## src/rtl/mac_lane_array.sv

```systemverilog
// Multi-lane signed multiply-accumulate engine.
// Each lane accumulates TERMS products, then applies optional bias, optional ReLU,
// an arithmetic right shift and saturation to OUT_W bits. Valid/ready on both sides.
module mac_lane_array #(
  parameter int unsigned N     = 8,
  parameter int unsigned LANES = 4,
  parameter int unsigned TERMS = 16,
  parameter int unsigned SHIFT = 0,
  parameter int unsigned OUT_W = 8
) (
  input  logic                   clk_i,
  input  logic                   rst_ni,
  input  logic                   in_valid_i,
  output logic                   in_ready_o,
  input  logic [LANES*N-1:0]     in_a_i,
  input  logic [LANES*N-1:0]     in_b_i,
  input  logic [LANES*N-1:0]     bias_i,
  input  logic                   use_bias_i,
  input  logic                   relu_en_i,
  output logic                   out_valid_o,
  input  logic                   out_ready_i,
  output logic [LANES*OUT_W-1:0] out_data_o,
  output logic [LANES-1:0]       out_ovf_o,
  output logic                   busy_o
);

  localparam int unsigned AccW = 2 * N + $clog2(TERMS) + 1;
  localparam int unsigned CntW = (TERMS > 1) ? $clog2(TERMS) : 1;
  localparam logic signed [AccW-1:0] OutMax = AccW'((1 << (OUT_W - 1)) - 1);
  // Two's complement: ~(2^k - 1) == -2^k
  localparam logic signed [AccW-1:0] OutMin = ~OutMax;

  typedef enum logic [1:0] {StAcc, StDrain, StFin, StOut} state_e;

  state_e                   state_q;
  logic [CntW-1:0]          count_q;
  logic [LANES*N-1:0]       bias_q;
  logic                     use_bias_q;
  logic                     relu_en_q;
  logic                     out_valid_q;
  logic [LANES*OUT_W-1:0]   out_data_q;
  logic [LANES-1:0]         out_ovf_q;

  logic signed [2*N-1:0]    prod_q [LANES];
  logic                     prod_vld_q;
  logic signed [AccW-1:0]   acc_q  [LANES];

  logic [LANES*OUT_W-1:0]   sat_data;
  logic [LANES-1:0]         sat_ovf;

  logic accept;
  logic last_beat;
  logic out_fire;

  assign in_ready_o = (state_q == StAcc);
  assign accept     = in_valid_i & in_ready_o;
  assign last_beat  = accept & (count_q == CntW'(TERMS - 1));
  assign out_fire   = (state_q == StOut) & out_valid_q & out_ready_i;

  // Control FSM: beat counting, first-beat latching and registered result outputs.
  always_ff @(posedge clk_i or negedge rst_ni) begin
    if (!rst_ni) begin
      state_q     <= StAcc;
      count_q     <= '0;
      bias_q      <= '0;
      use_bias_q  <= 1'b0;
      relu_en_q   <= 1'b0;
      out_valid_q <= 1'b0;
      out_data_q  <= '0;
      out_ovf_q   <= '0;
    end else begin
      unique case (state_q)
        StAcc: begin
          if (accept) begin
            if (count_q == '0) begin
              bias_q     <= bias_i;
              use_bias_q <= use_bias_i;
              relu_en_q  <= relu_en_i;
            end
            if (last_beat) begin
              count_q <= '0;
              state_q <= StDrain;
            end else begin
              count_q <= count_q + 1'b1;
            end
          end
        end
        StDrain: state_q <= StFin;
        StFin: begin
          out_data_q  <= sat_data;
          out_ovf_q   <= sat_ovf;
          out_valid_q <= 1'b1;
          state_q     <= StOut;
        end
        StOut: begin
          if (out_fire) begin
            out_valid_q <= 1'b0;
            state_q     <= StAcc;
          end
        end
        default: state_q <= StAcc;
      endcase
    end
  end

  // Lane datapath: registered products, accumulated one cycle later.
  always_ff @(posedge clk_i or negedge rst_ni) begin
    if (!rst_ni) begin
      prod_vld_q <= 1'b0;
      for (int i = 0; i < LANES; i++) begin
        prod_q[i] <= '0;
        acc_q[i]  <= '0;
      end
    end else begin
      prod_vld_q <= accept;
      for (int i = 0; i < LANES; i++) begin
        if (accept) begin
          prod_q[i] <= $signed({{N{in_a_i[i*N+N-1]}}, in_a_i[i*N +: N]}) *
                       $signed({{N{in_b_i[i*N+N-1]}}, in_b_i[i*N +: N]});
        end
        if (out_fire) begin
          acc_q[i] <= '0;
        end else if (prod_vld_q) begin
          acc_q[i] <= acc_q[i] + $signed({{(AccW-2*N){prod_q[i][2*N-1]}}, prod_q[i]});
        end
      end
    end
  end

  // Output stage: bias, ReLU, shift and saturate each lane's accumulator.
  always_comb begin : sat_comb
    logic signed [AccW-1:0] s;
    sat_data = '0;
    sat_ovf  = '0;
    s        = '0;
    for (int i = 0; i < LANES; i++) begin
      s = acc_q[i];
      if (use_bias_q) begin
        s = s + $signed({{(AccW-N){bias_q[i*N+N-1]}}, bias_q[i*N +: N]});
      end
      if (relu_en_q && s[AccW-1]) begin
        s = '0;
      end
      s = s >>> SHIFT;
      if (s > OutMax) begin
        s          = OutMax;
        sat_ovf[i] = 1'b1;
      end else if (s < OutMin) begin
        s          = OutMin;
        sat_ovf[i] = 1'b1;
      end
      sat_data[i*OUT_W +: OUT_W] = s[OUT_W-1:0];
    end
  end

  assign out_valid_o = out_valid_q;
  assign out_data_o  = out_data_q;
  assign out_ovf_o   = out_ovf_q;
  assign busy_o      = (count_q != '0) | (state_q != StAcc);

endmodule
```

## config.mk

```make
export PLATFORM = sky130hd
export DESIGN_NAME = mac_lane_array
export DESIGN_NICKNAME = d
export VERILOG_FILES = /design/src/rtl/mac_lane_array.sv
export SDC_FILE = /design/constraint.sdc
export NUM_CORES = 1
export LEC_CHECK = 0
export CELL_PAD_IN_SITES_DETAIL_PLACEMENT = 0
export CELL_PAD_IN_SITES_GLOBAL_PLACEMENT = 1
export CORE_UTILIZATION = 44
export DETAILED_ROUTE_END_ITERATION = 10
export GPL_ROUTABILITY_DRIVEN = 0
export MAX_ROUTING_LAYER = met4
export PLACE_DENSITY_LB_ADDON = 0.1
export SLEW_MARGIN = 20
export SYNTH_ARGS = -nofsm -noshare
export SYNTH_HDL_FRONTEND = slang
export SYNTH_SLANG_ARGS = --single-unit
```

## constraint.sdc

```tcl
create_clock -name clk_i -period 3.52 [get_ports clk_i]
set_input_delay 0.352 -clock clk_i [delete_from_list [all_inputs] [get_ports clk_i]]
set_output_delay 0.352 -clock clk_i [all_outputs]
set_load 0.05 [all_outputs]
```

=== Word level (Yosys, flattened, before mapping) ===
Cells that the tools add are included.

* Register bits: 226
* Bits in latches: 0
* Output and inout port bits: 39
* Word-level logic and storage cells: 103
* RAM bits: 0
* Memories: 0
* Memory bits (read-only): 0

* Add/sub/neg operators: 9
* Div/mod/pow operators: 0
* Mux-type cells: 39
* Bitwise logic cells: 5
* Multipliers: 4
* Shift operators: 0
* Reduce and logical (&&, ||, !) cells: 14
* $lt $le $gt $ge: 8
* Equal/unequal tests: 7

{| class="wikitable"
|+ Operators with widths
! operator !! number
|-
| $mux 21 || 16
|-
| $add 21x16->21 || 4
|-
| $add 21x8->21 || 4
|-
| $gt 21x8->1 const B || 4
|-
| $lt 21x8->1 const B || 4
|-
| $mul 8x8->16 || 4
|-
| $mux 8 || 8
|-
| $mux 1 || 9
|-
| $pmux 2 s4 || 1
|-
| $mux 2 || 3
|-
| $reduce_and 3->1 || 2
|-
| $reduce_bool 2->1 || 3
|-
| $add 4x1->4 const B || 1
|-
| $and 1x1->1 || 4
|-
| $eq 2x2->1 const B || 2
|-
| $eq 4x4->1 const B || 1
|-
| $logic_and 1x1->1 || 4
|-
| $logic_not 4->1 || 1
|-
| $mux 4 || 1
|-
| $ne 2x1->1 const B || 2
|-
| $reduce_and 2->1 || 2
|-
| $reduce_bool 4->1 || 1
|-
| $eq 2x1->1 const B || 1
|-
| $logic_not 2->1 || 1
|-
| 3 further kinds || 3
|}

=== Depth between registers and ports, before layout ===
Gate-level depths: netlist of the first run.

* Word-level depth: 7
* Mapped depth: 21

=== Least setup slack after synthesis of the first run ===
No wires, ideal clock.

* Kind: input port to flip-flop
* Start: in in_a_i[6]
* End: reg prod_q[63] (netlist name)
* Setup time: 0.134 ns
* Path buffers: 0
* Slack: -0.915 ns
* Data required time: 3.386 ns
* Arrival: 4.301 ns
* Stages: 20
* Cell sequence: and2_1 fa_1 inv_1 fa_1 inv_1 fa_1 inv_1 fa_1 inv_1 ha_1 inv_1 o21ai_0 a21oi_1 o21ai_0 a21oi_1 nor2b_1 o21a_1 o41ai_1 xnor2_1 o21ai_0

* Longest elaborated chain between the ends: 1

{| class="wikitable"
|+ RTL lines
! element !! RTL line !! text
|-
| start: declaration || 15 || <nowiki>input logic [LANES*N-1:0] in_a_i,</nowiki>
|-
| $mul 8x8->16 || 118 || <nowiki>prod_q[i] <= $signed({{N{in_a_i[i*N+N-1]}}, in_a_i[i*N +: N]}) *</nowiki>
|-
| end signal: indexed assignment || 118 ||
|-
| end: declaration || 44 || <nowiki>logic signed [2*N-1:0] prod_q [LANES];</nowiki>
|}

No other way between the ends.
A chain may end at the register's enable or synchronous reset.

=== Worst setup path in the final report of the first run ===
* Start: in in_b_i[0]
* End: reg prod_q[63] (netlist name)

* Longest elaborated chain between the ends: 1

{| class="wikitable"
|+ RTL lines
! element !! RTL line !! text
|-
| start: declaration || 16 || <nowiki>input logic [LANES*N-1:0] in_b_i,</nowiki>
|-
| $mul 8x8->16 || 118 ||
|}

No other way between the ends.

==> results.json, run 1 <==
{
  "most-common-layout-cells": "397 x buf_4, 326 x inv_1, 247 x ha_1",
  "wl_um": 71800,
  "clockBufferDepth": 3,
  "drc_errors": 0,
  "synthAdderAreaFrac": 0.298,
  "hold_viol": 0,
  "h-tree-depth": 1,
  "place_ws_ps": -1560,
  "min_path_cells": 4,
  "vias": 22900,
  "dp.cells": 4225,
  "power_mw": 37.8,
  "post_drt_via_cell_ratio": 5.27,
  "dp_hpwl_um": 56900,
  "rsz0062_at_grt": "true",
  "synth_top_area_share": 0.209,
  "grt_pass1_wl_um": 119000,
  "crit_family": "adder cells",
  "netlist_instances": 2999,
  "portBuffers": 140,
  "ys_seq_area_frac": 0.209,
  "crit_path_start_kind": "input pin",
  "grt_antenna_before_repair": 1,
  "synth.mux.area_fraction": 0.0553,
  "grt_usage": 0.237,
  "die_width_um": 250,
  "path_max_fanout": 4,
  "tns_ps": -5490,
  "layout_commonest_cell": "buf_4",
  "holdCritPathClass": "input pin to flip-flop",
  "worst_slack_ps": -400,
  "synth_nets": 3610,
  "die-area_mm2": 0.0626,
  "cts_inserted_buffers": 29,
  "rr_worst_depth": 15,
  "drt-initial-drc-count": 841,
  "root_buffer": "clkbuf_16",
  "yosys.area_share.xor_xnor": 0.0610,
  "p_per_area_mw_per_mm2": 1070,
  "timing.final.crit_share": 1.11,
  "timing.critical_path.buf_inv": 6,
  "ys_types": 97,
  "avgSynthCellArea_um2": 9.03,
  "drv_slew": 0,
  "cp_slowest_cell": "fa_1",
  "endpoint_kind": "flip-flop",
  "path_depth": 23,
  "final_antenna_net_count": 0,
  "cts_tree": "built",
  "synth_top_area_cell": "dfrtp_1",
  "synthSimpleGateAreaFrac": 0.168,
  "fp.coreArea_mm2": 0.0606,
  "arrival_ps": 4340,
  "tightest_slew_ps": 805,
  "clk_pin_slew_worst_paths_ps": 60,
  "start_util": 0.447,
  "drive_gt1_frac": 0.268,
  "stdcell_area_mm2": 0.0352,
  "cts_num_sinks": 226,
  "synth-compound-area-share": 0.147,
  "die_y_um": 250,
  "regToRegSetupSlack_ps": -190,
  "finalCriticalPeriod_ps": 3920,
  "async_flop_share": 1.00,
  "wire_per_inst_um": 16.5,
  "crit_type": "input pin to flip-flop",
  "setup_viol": 29,
  "status": "finished with violations",
  "drv_cap": 0,
  "slew_headroom": 0.463,
  "clock_skew_ps": 25.8,
  "area_delta_synth_final_pct": 30.1,
  "layoutNonFillerInstCount": 4340,
  "worstPathRequired_ps": 3940,
  "synth_top_family_by_area": "adder cells",
  "cp_common_cell": "inv_2",
  "synthTopCellsByArea": "dfrtp_1 21%, fa_1 17%, ha_1 13%",
  "grt_pass1_vias": 23600,
  "ys_warn_count": 0,
  "crit_path_cell_trace": "buf_8 > buf_6 > and2_4 > ha_4 > inv_2 > fa_1 > inv_2 > ha_4 > inv_2 > fa_1 > inv_1 > ha_1 > a21o_1 > a21oi_4 > o21ai_4 > a21oi_4 > o21ai_2 > a21oi_2 > nor2b_1 > o21a_1 > o41ai_2 > xnor2_1 > o21ai_1",
  "max_stage_delay_ps": 510,
  "layout.nets": 4148,
  "p_leak_nw": 16.7,
  "max-vdd-ir-drop_mv": 0.430,
  "synthFlopType": "dfrtp_1",
  "grt_overflow": 0,
  "synth_edf_count": 0,
  "ys_ff_latch": 226,
  "ios": 141,
  "fmax_ghz": 0.255,
  "grt_max_degree": 82,
  "final_util": 0.582,
  "dr.pass1.iters": 5,
  "place_area_mm2": 0.0322,
  "worstSkewPairLatency_ps": 570,
  "holdWs_ps": 215,
  "num_rows": 90,
  "syn_area_mm2": 0.0271,
  "violations": "setup timing"
}
==> flip-flops by register name (all words and copies together) (netlist names), 2 cells and up <==
name        cells
count_q         4
out_ovf_o       4
bias_q         32
state_q         2
acc_q          84
prod_q         64
out_data_o     32
==> final timing paths <==
path	start	to
max	in_b_i[0]	prod_q[63]
min	in_b_i[16]	prod_q[16]
max reg2reg	bias_q[24]	out_data_o[29]
min reg2reg	prod_q[48]	prod_q[48]
max in group asynchronous	rst_ni	acc_q[15]
min in group asynchronous	rst_ni	bias_q[18]
==> area by class of cell <==
class,instances,area [um^2]
multi-input combinational,2336,21400
sequential,226,5670
inverter,373,1410
clock buffer,41,831
timing repair buffer,571,4760
tap,782,978
antenna,1,2.50
fill,5359,25400
clock inverter,10,160
==> worst reg2reg max path, cell delays in order, from the launching register on <==
cell and delay, ps:
dfrtp_2 460, ha_4 190, fa_2 360, a211oi_2 240, buf_4 160, o21ai_2 60
a31o_2 230, buf_6 110, a221o_1 300, a21oi_2 180, xnor2_2 140, nand2_1 90
a2111o_1 430, nand4bb_4 200, o211a_4 300, a211oi_2 160
==> Yosys cell counts (6+ instances only) <==
library cell and number:
a2111oi_0 7, and3_1 19, nor2b_1 30, a21boi_0 11, buf_2 11, a21o_1 48
mux2i_1 84, or2_2 11, mux2_2 56, or3_1 18, o21a_1 20, buf_1 9
o41ai_1 7, fa_1 228, dfrtp_1 226, and4_1 6, xnor2_1 118, a221oi_1 6
o221ai_1 15, o22ai_2 7, o31ai_1 17, ha_1 281, o21bai_1 20, xor2_1 67
o2111ai_1 6, a211oi_1 32, o211ai_1 15, o22ai_1 6, nor2_1 216, clkbuf_1 43
nand4_1 21, nand3_1 40, nand2b_1 48, or4_1 6, o21ai_0 143, a211o_1 7
nand2_1 226, a31oi_1 22, inv_1 372, nor3_1 60, a21oi_1 145, nand3b_1 9
nor4_1 8, and2_1 157
==> routing by layer <==
metal | vias up | wire length (um) | track usage
met3 | 75 | 2660 | 0.0236
met4 | 0 | 1050 | 0.0440
met2 | 347 | 31900 | 0.365
li1 | 11300 | - | -
met1 | 11100 | 36100 | 0.341
met5 | - | 0 | -
==> where the power goes <==
group          internal [mW]  total [mW]  leakage, nW  switching (mW)
clock                   1.92        3.14        0.473            1.22
sequential              3.92        5.28         2.73            1.36
combinational           14.0        29.3         13.5            15.4
==> cell families (layout without fill, tap and decap cells) <==
family | count (synthesis) | after routing
xor+xnor | 187 | 187
buf+inv | 437 | 995
other cells | 0 | 1
fa+ha+maj | 509 | 509
simple gates | 902 | 902
flops | 226 | 226
compound gates | 596 | 596
mux | 142 | 142
==> repair_timing <==
item,CTS,global route
pin swaps,163,183
endpoints found under the hold margin,68,0
setup endpoints to repair,71,71
buffers inserted,55,33
hold buffers,1,0
gates resized for setup,497,223
(Power assumes the default switching activity.)
==> run 2: changes to the inputs <==
--- a/config.mk
+++ b/config.mk
@@ -12,6 +12,7 @@
 export GPL_ROUTABILITY_DRIVEN = 0
 export MAX_ROUTING_LAYER = met4
 export PLACE_DENSITY_LB_ADDON = 0.1
+export SKIP_LAST_GASP = 1
 export SLEW_MARGIN = 20
 export SYNTH_ARGS = -nofsm -noshare
 export SYNTH_HDL_FRONTEND = slang
==> results.json, run 2 (synthesized netlist as in run 1, its figures left out) <==
{
  "holdCritPathClass": "input pin to flip-flop",
  "cts_num_sinks": 226,
  "drt-initial-drc-count": 931,
  "swShare": 0.475,
  "most-common-layout-cells": "402 x buf_4, 330 x inv_1, 252 x ha_1",
  "wire_per_inst_um": 16.5,
  "clock_skew_ps": 26.6,
  "num_rows": 90,
  "max-vdd-ir-drop_mv": 0.429,
  "grt_max_degree": 82,
  "drc_errors": 0,
  "slew_headroom": 0.476,
  "holdWs_ps": 214,
  "met1_usage": 0.341,
  "grt_usage": 0.237,
  "worstSkewPairLatency_ps": 570,
  "rr_worst_depth": 15,
  "tns_ps": -6030,
  "vias": 22900,
  "power_frac_comb": 0.776,
  "grt_antenna_before_repair": 1,
  "seq_power_share": 0.141,
  "fmax_ghz": 0.255,
  "largest_register_ffs": 84,
  "crit_path_start_kind": "input pin",
  "die-area_mm2": 0.0626,
  "path_depth": 23,
  "fillerInstances": 5364,
  "r2r_start": "bias_q[24]",
  "worstPathRequired_ps": 3940,
  "layout.nets": 4148,
  "grt_pass1_wl_um": 119000,
  "p_int_mw": 19.7,
  "timing.final.crit_share": 1.11,
  "ios": 141,
  "rsz0062_at_grt": "true",
  "top_regs": "acc_q: 84 flops, prod_q: 64 flops",
  "crit_family": "adder cells",
  "layoutNonFillerInstCount": 4340,
  "tightest_slew_ps": 786,
  "setup_viol": 35,
  "dp_hpwl_um": 56900,
  "grt_pass1_vias": 23600,
  "area_delta_synth_final_pct": 29.7,
  "portBuffers": 140,
  "p_per_area_mw_per_mm2": 1070,
  "status": "finished with violations",
  "hold_viol": 0,
  "top_register": "acc_q",
  "power_frac_clock": 0.083,
  "start_util": 0.447,
  "dp.cells": 4225,
  "layout_commonest_cell": "buf_4",
  "root_buffer": "clkbuf_16",
  "clockBufferDepth": 3,
  "dr.pass1.iters": 5,
  "wl_um": 71800,
  "p_leak_nw": 16.7,
  "clk_pin_slew_worst_paths_ps": 60,
  "drv_slew": 0,
  "grtUsageMet3": 0.0236,
  "grt_busiest_layer": "met2",
  "drive_gt1_frac": 0.265,
  "max_stage_delay_ps": 510,
  "finalCriticalPeriod_ps": 3920,
  "crit_type": "input pin to flip-flop",
  "post_drt_via_cell_ratio": 5.27,
  "crit_start": "in_b_i[0]",
  "cts_inserted_buffers": 29,
  "die_y_um": 250,
  "crit_path_cell_trace": "buf_8 > buf_6 > and2_4 > ha_4 > inv_2 > fa_1 > inv_2 > ha_4 > inv_2 > fa_1 > inv_1 > ha_1 > a21o_1 > a21oi_4 > o21ai_4 > a21oi_4 > o21ai_2 > a21oi_2 > nor2b_1 > o21a_1 > o41ai_2 > xnor2_1 > o21ai_1",
  "timing.critical_path.buf_inv": 6,
  "arrival_ps": 4340,
  "endpoint_kind": "flip-flop",
  "min_path_cells": 4,
  "hp-start": "in_a_i[16]",
  "drv_cap": 0,
  "die_width_um": 250,
  "p_sw_mw": 17.9,
  "h-tree-depth": 1,
  "cp_common_cell": "inv_2",
  "violations": "setup timing",
  "cts_tree": "built",
  "cp_slowest_cell": "fa_1",
  "worst_slack_ps": -395,
  "grt_overflow": 0,
  "fp.coreArea_mm2": 0.0606,
  "use_met2": 0.365,
  "path_max_fanout": 4,
  "final_antenna_net_count": 0
}
-- run 2: cell counts in the layout (fill, tap and decap cells not counted) --
No cell type changed its count.
-- run 2: routing by layer --
| metal | share of wire | vias up |
|---|---|---|
| met2 | 0.44 | 337 |
| met4 | 0.014 | 0 |
| met5 | 0 | - |
| li1 | - | 11300 |
| met1 | 0.51 | 11100 |
| met3 | 0.035 | 72 |
-- run 2: worst min-delay path: stages --
cell	delay [ps]
buf_4	130
buf_4	140
nand2_1	60
o21ai_0	60
-- run 2: area by class of cell --
type / instances / area (um^2) / area share
antenna: 1 / 2.50 / 0.0000712
clock buffer: 41 / 831 / 0.0236
clock inverter: 10 / 160 / 0.00456
inverter: 373 / 1410 / 0.0402
multi-input combinational: 2336 / 21400 / 0.608
sequential: 226 / 5670 / 0.161
tap: 782 / 978 / 0.0278
timing repair buffer: 571 / 4730 / 0.135
-- run 2: per-stage QoR --
stage	worst slack (ps)	power, mW	instance area (um^2)	util
2_1_floorplan	-697	22.9	27200	-
3_3_place_gp	-1500	30.6	32200	0.531
3_5_place_dp	-1560	31.2	32200	0.531
4_1_cts	-387	36.1	34200	0.564
5_1_grt	-580	41.1	35100	0.580
6_report	-395	37.6	35100	0.580
-- run 2: path summary, 6_finish.rpt --
check,end,slack (ps)
max in group asynchronous,acc_q[11],2200
min in group asynchronous,bias_q[18],360
worst min register to register,prod_q[48],490
worst max register to register,out_data_o[29],-210
worst min-delay path,prod_q[16],210
worst max-delay path,prod_q[63],-400
-- run 2: power groups by stage --
stage	Clock, mW	Sequential (mW)	Combinational [mW]
6_report	3.13	5.28	29.2
5_1_grt	3.30	5.46	32.3
4_1_cts	3.21	5.25	27.6
3_5_place_dp	0	5.27	25.9
3_3_place_gp	0	5.22	25.4
2_1_floorplan	0	5.47	17.5
-- run 2: timing repair --
action	4_1_cts	5_1_grt
hold buffers	1	0
setup endpoints to repair	71	71
buffers inserted	55	32
gates resized for setup	482	214
pin swaps	163	170
hold endpoints to repair	68	0
==> run 3: changes to the inputs <==
==> constraint.sdc (replaced) <==
create_clock -name clk_i -period 3.52 [get_ports clk_i]
set_input_delay 0.352 -clock clk_i [delete_from_list [all_inputs] [get_ports clk_i]]
set_output_delay 0.352 -clock clk_i [all_outputs]
set_load 0.02 [all_outputs]
==> results.json, run 3 (synthesized netlist as in run 1, its figures left out) <==
{
  "post_drt_via_cell_ratio": 5.24,
  "cts_num_sinks": 226,
  "start_util": 0.447,
  "portBuffers": 140,
  "fmax_ghz": 0.259,
  "cts_tree": "built",
  "cp_common_cell": "fa_1",
  "cts_inserted_buffers": 28,
  "clockBufferDepth": 3,
  "max-vdd-ir-drop_mv": 0.501,
  "dp_hpwl_um": 56600,
  "largest_register_ffs": 84,
  "ios": 141,
  "dr.pass1.iters": 6,
  "hold_viol": 0,
  "min_to": "prod_q[48]",
  "grt_max_degree": 110,
  "layout.nets": 4157,
  "vias": 22800,
  "drv_slew": 0,
  "max_stage_delay_ps": 550,
  "clock_skew_ps": 27.6,
  "worst_slack_ps": -345,
  "p_leak_nw": 16.7,
  "r2r_end": "out_data_o[28]",
  "setup_viol": 32,
  "drv_cap": 0,
  "status": "finished with violations",
  "fp.coreArea_mm2": 0.0606,
  "layout_commonest_cell": "buf_4",
  "drt-initial-drc-count": 1083,
  "wl_um": 71700,
  "crit_path_start_kind": "input pin",
  "area_delta_synth_final_pct": 29.6,
  "top_regs": "acc_q: 84 flops, prod_q: 64 flops",
  "slew_headroom": 0.435,
  "min_path_cells": 4,
  "root_buffer": "clkbuf_16",
  "die-area_mm2": 0.0626,
  "grt_pass1_vias": 23700,
  "hp-start": "in_a_i[0]",
  "crit_path_cell_trace": "buf_8 > buf_6 > and2_4 > fa_1 > inv_2 > fa_1 > inv_1 > fa_1 > fa_1 > ha_4 > a21boi_4 > o21ai_2 > a21boi_2 > o21ai_1 > nand2b_1 > a21o_1 > a21oi_2 > xor2_1 > o21ai_1",
  "drc_errors": 0,
  "met3_length_um": 2420,
  "cp_slowest_cell": "fa_1",
  "final_antenna_net_count": 0,
  "crit_family": "adder cells",
  "die_y_um": 250,
  "wire_per_inst_um": 16.5,
  "clk_pin_slew_worst_paths_ps": 60,
  "timing.critical_path.buf_inv": 4,
  "r2r_start": "bias_q[24]",
  "arrival_ps": 4290,
  "violations": "setup timing",
  "grt_pass1_wl_um": 119000,
  "tightest_slew_ps": 847,
  "regToRegSetupSlack_ps": -210,
  "top_register": "acc_q",
  "grt_antenna_before_repair": 1,
  "holdCritPathClass": "input pin to flip-flop",
  "timing.final.crit_share": 1.10,
  "h-tree-depth": 1,
  "num_rows": 90,
  "layoutNonFillerInstCount": 4351,
  "most-common-layout-cells": "409 x buf_4, 337 x inv_1, 252 x ha_1",
  "die_width_um": 250,
  "place_ws_ps": -1560,
  "grt_overflow": 0,
  "dp.cells": 4232,
  "worstPathRequired_ps": 3950,
  "tns_ps": -5780,
  "rsz0062_at_grt": "true",
  "finalCriticalPeriod_ps": 3870,
  "endpoint_kind": "flip-flop",
  "wl_met1_um": 36300,
  "worstSkewPairLatency_ps": 580,
  "drive_gt1_frac": 0.264,
  "highest_layer": "met4",
  "grt_usage": 0.237,
  "crit_type": "input pin to flip-flop",
  "rr_worst_depth": 15,
  "p_per_area_mw_per_mm2": 1060,
  "path_max_fanout": 3,
  "dr_wl_met2_um": 32000
}
-- run 3: changes by cell type in the layout (fill, tap and decap cells not counted), moves of 4 or more --
cell	before	now
buf_2	28	36
buf_4	402	409
buf_6	44	40
clkinv_2	2	7
inv_1	330	337
inv_2	37	31
o21ai_0	95	102
o21ai_1	29	24
-- run 3: what timing repair did --
item                       4_1_cts  5_1_grt
hold endpoints to repair        98        0
resized for setup              467      184
buffers inserted                56       27
hold buffers                     1        0
setup endpoints to repair       70       70
pin swaps                      159      140
-- run 3: how the worst max path moves through the flow --
stage | start | to | depth (start not counted)
after floorplan | in_b_i[25] | prod_q[15] | 20
after global placement | in_a_i[13] | prod_q[47] | 20
after detailed placement | in_b_i[10] | prod_q[46] | 19
after CTS | in_a_i[26] | prod_q[14] | 19
after global routing | in_b_i[15] | prod_q[46] | 20
final | in_a_i[26] | prod_q[14] | 19
-- run 3: worst register-to-register path, cell delays in order (launching register included) --
cell and delay (ps):
dfrtp_2 460, ha_4 190, fa_2 370, a211oi_2 210, buf_4 170, o21ai_4 50, a31o_4 240, buf_6 110
a221o_1 310, a21oi_2 170, xnor2_2 130, nand2_1 90, a2111o_1 400, nand4bb_4 220, o211a_4 300, a211oi_2 210
-- run 3: cell type report --
type,instances,area (um^2)
Fill cell,5418,25500
Multi-Input combinational cell,2336,21300
Sequential cell,226,5670
Timing Repair Buffer,581,4780
Inverter,373,1410
Tap cell,782,978
Clock buffer,40,847
Clock inverter,12,163
Antenna cell,1,2.50
-- run 3: metrics by stage --
stage / instance area, um^2 / utilization / power (mW) / hold WS [ps]
global placement: 32200 / 0.532 / 30.2 / 469
global route: 35100 / 0.579 / 40.6 / 212
floorplan: 27200 / - / 22.5 / 56.4
CTS: 34200 / 0.565 / 35.7 / 180
detailed placement: 32200 / 0.532 / 30.8 / 481
finish: 35100 / 0.579 / 37.2 / 192
-- run 3: where the power goes --
| group | leakage, nW | switching, mW | internal, mW |
|---|---|---|---|
| logic | 13.5 | 14.8 | 13.9 |
| clock network | 0.502 | 1.22 | 1.95 |
| registers | 2.73 | 1.35 | 3.92 |
-- run 3: layer usage --
| metal | up-vias | GRT usage |
|---|---|---|
| li1 | 11400 | - |
| met1 | 11100 | 0.340 |
| met2 | 327 | 0.368 |
| met3 | 68 | 0.0228 |
| met4 | 0 | 0.0405 |
| met5 | - | - |
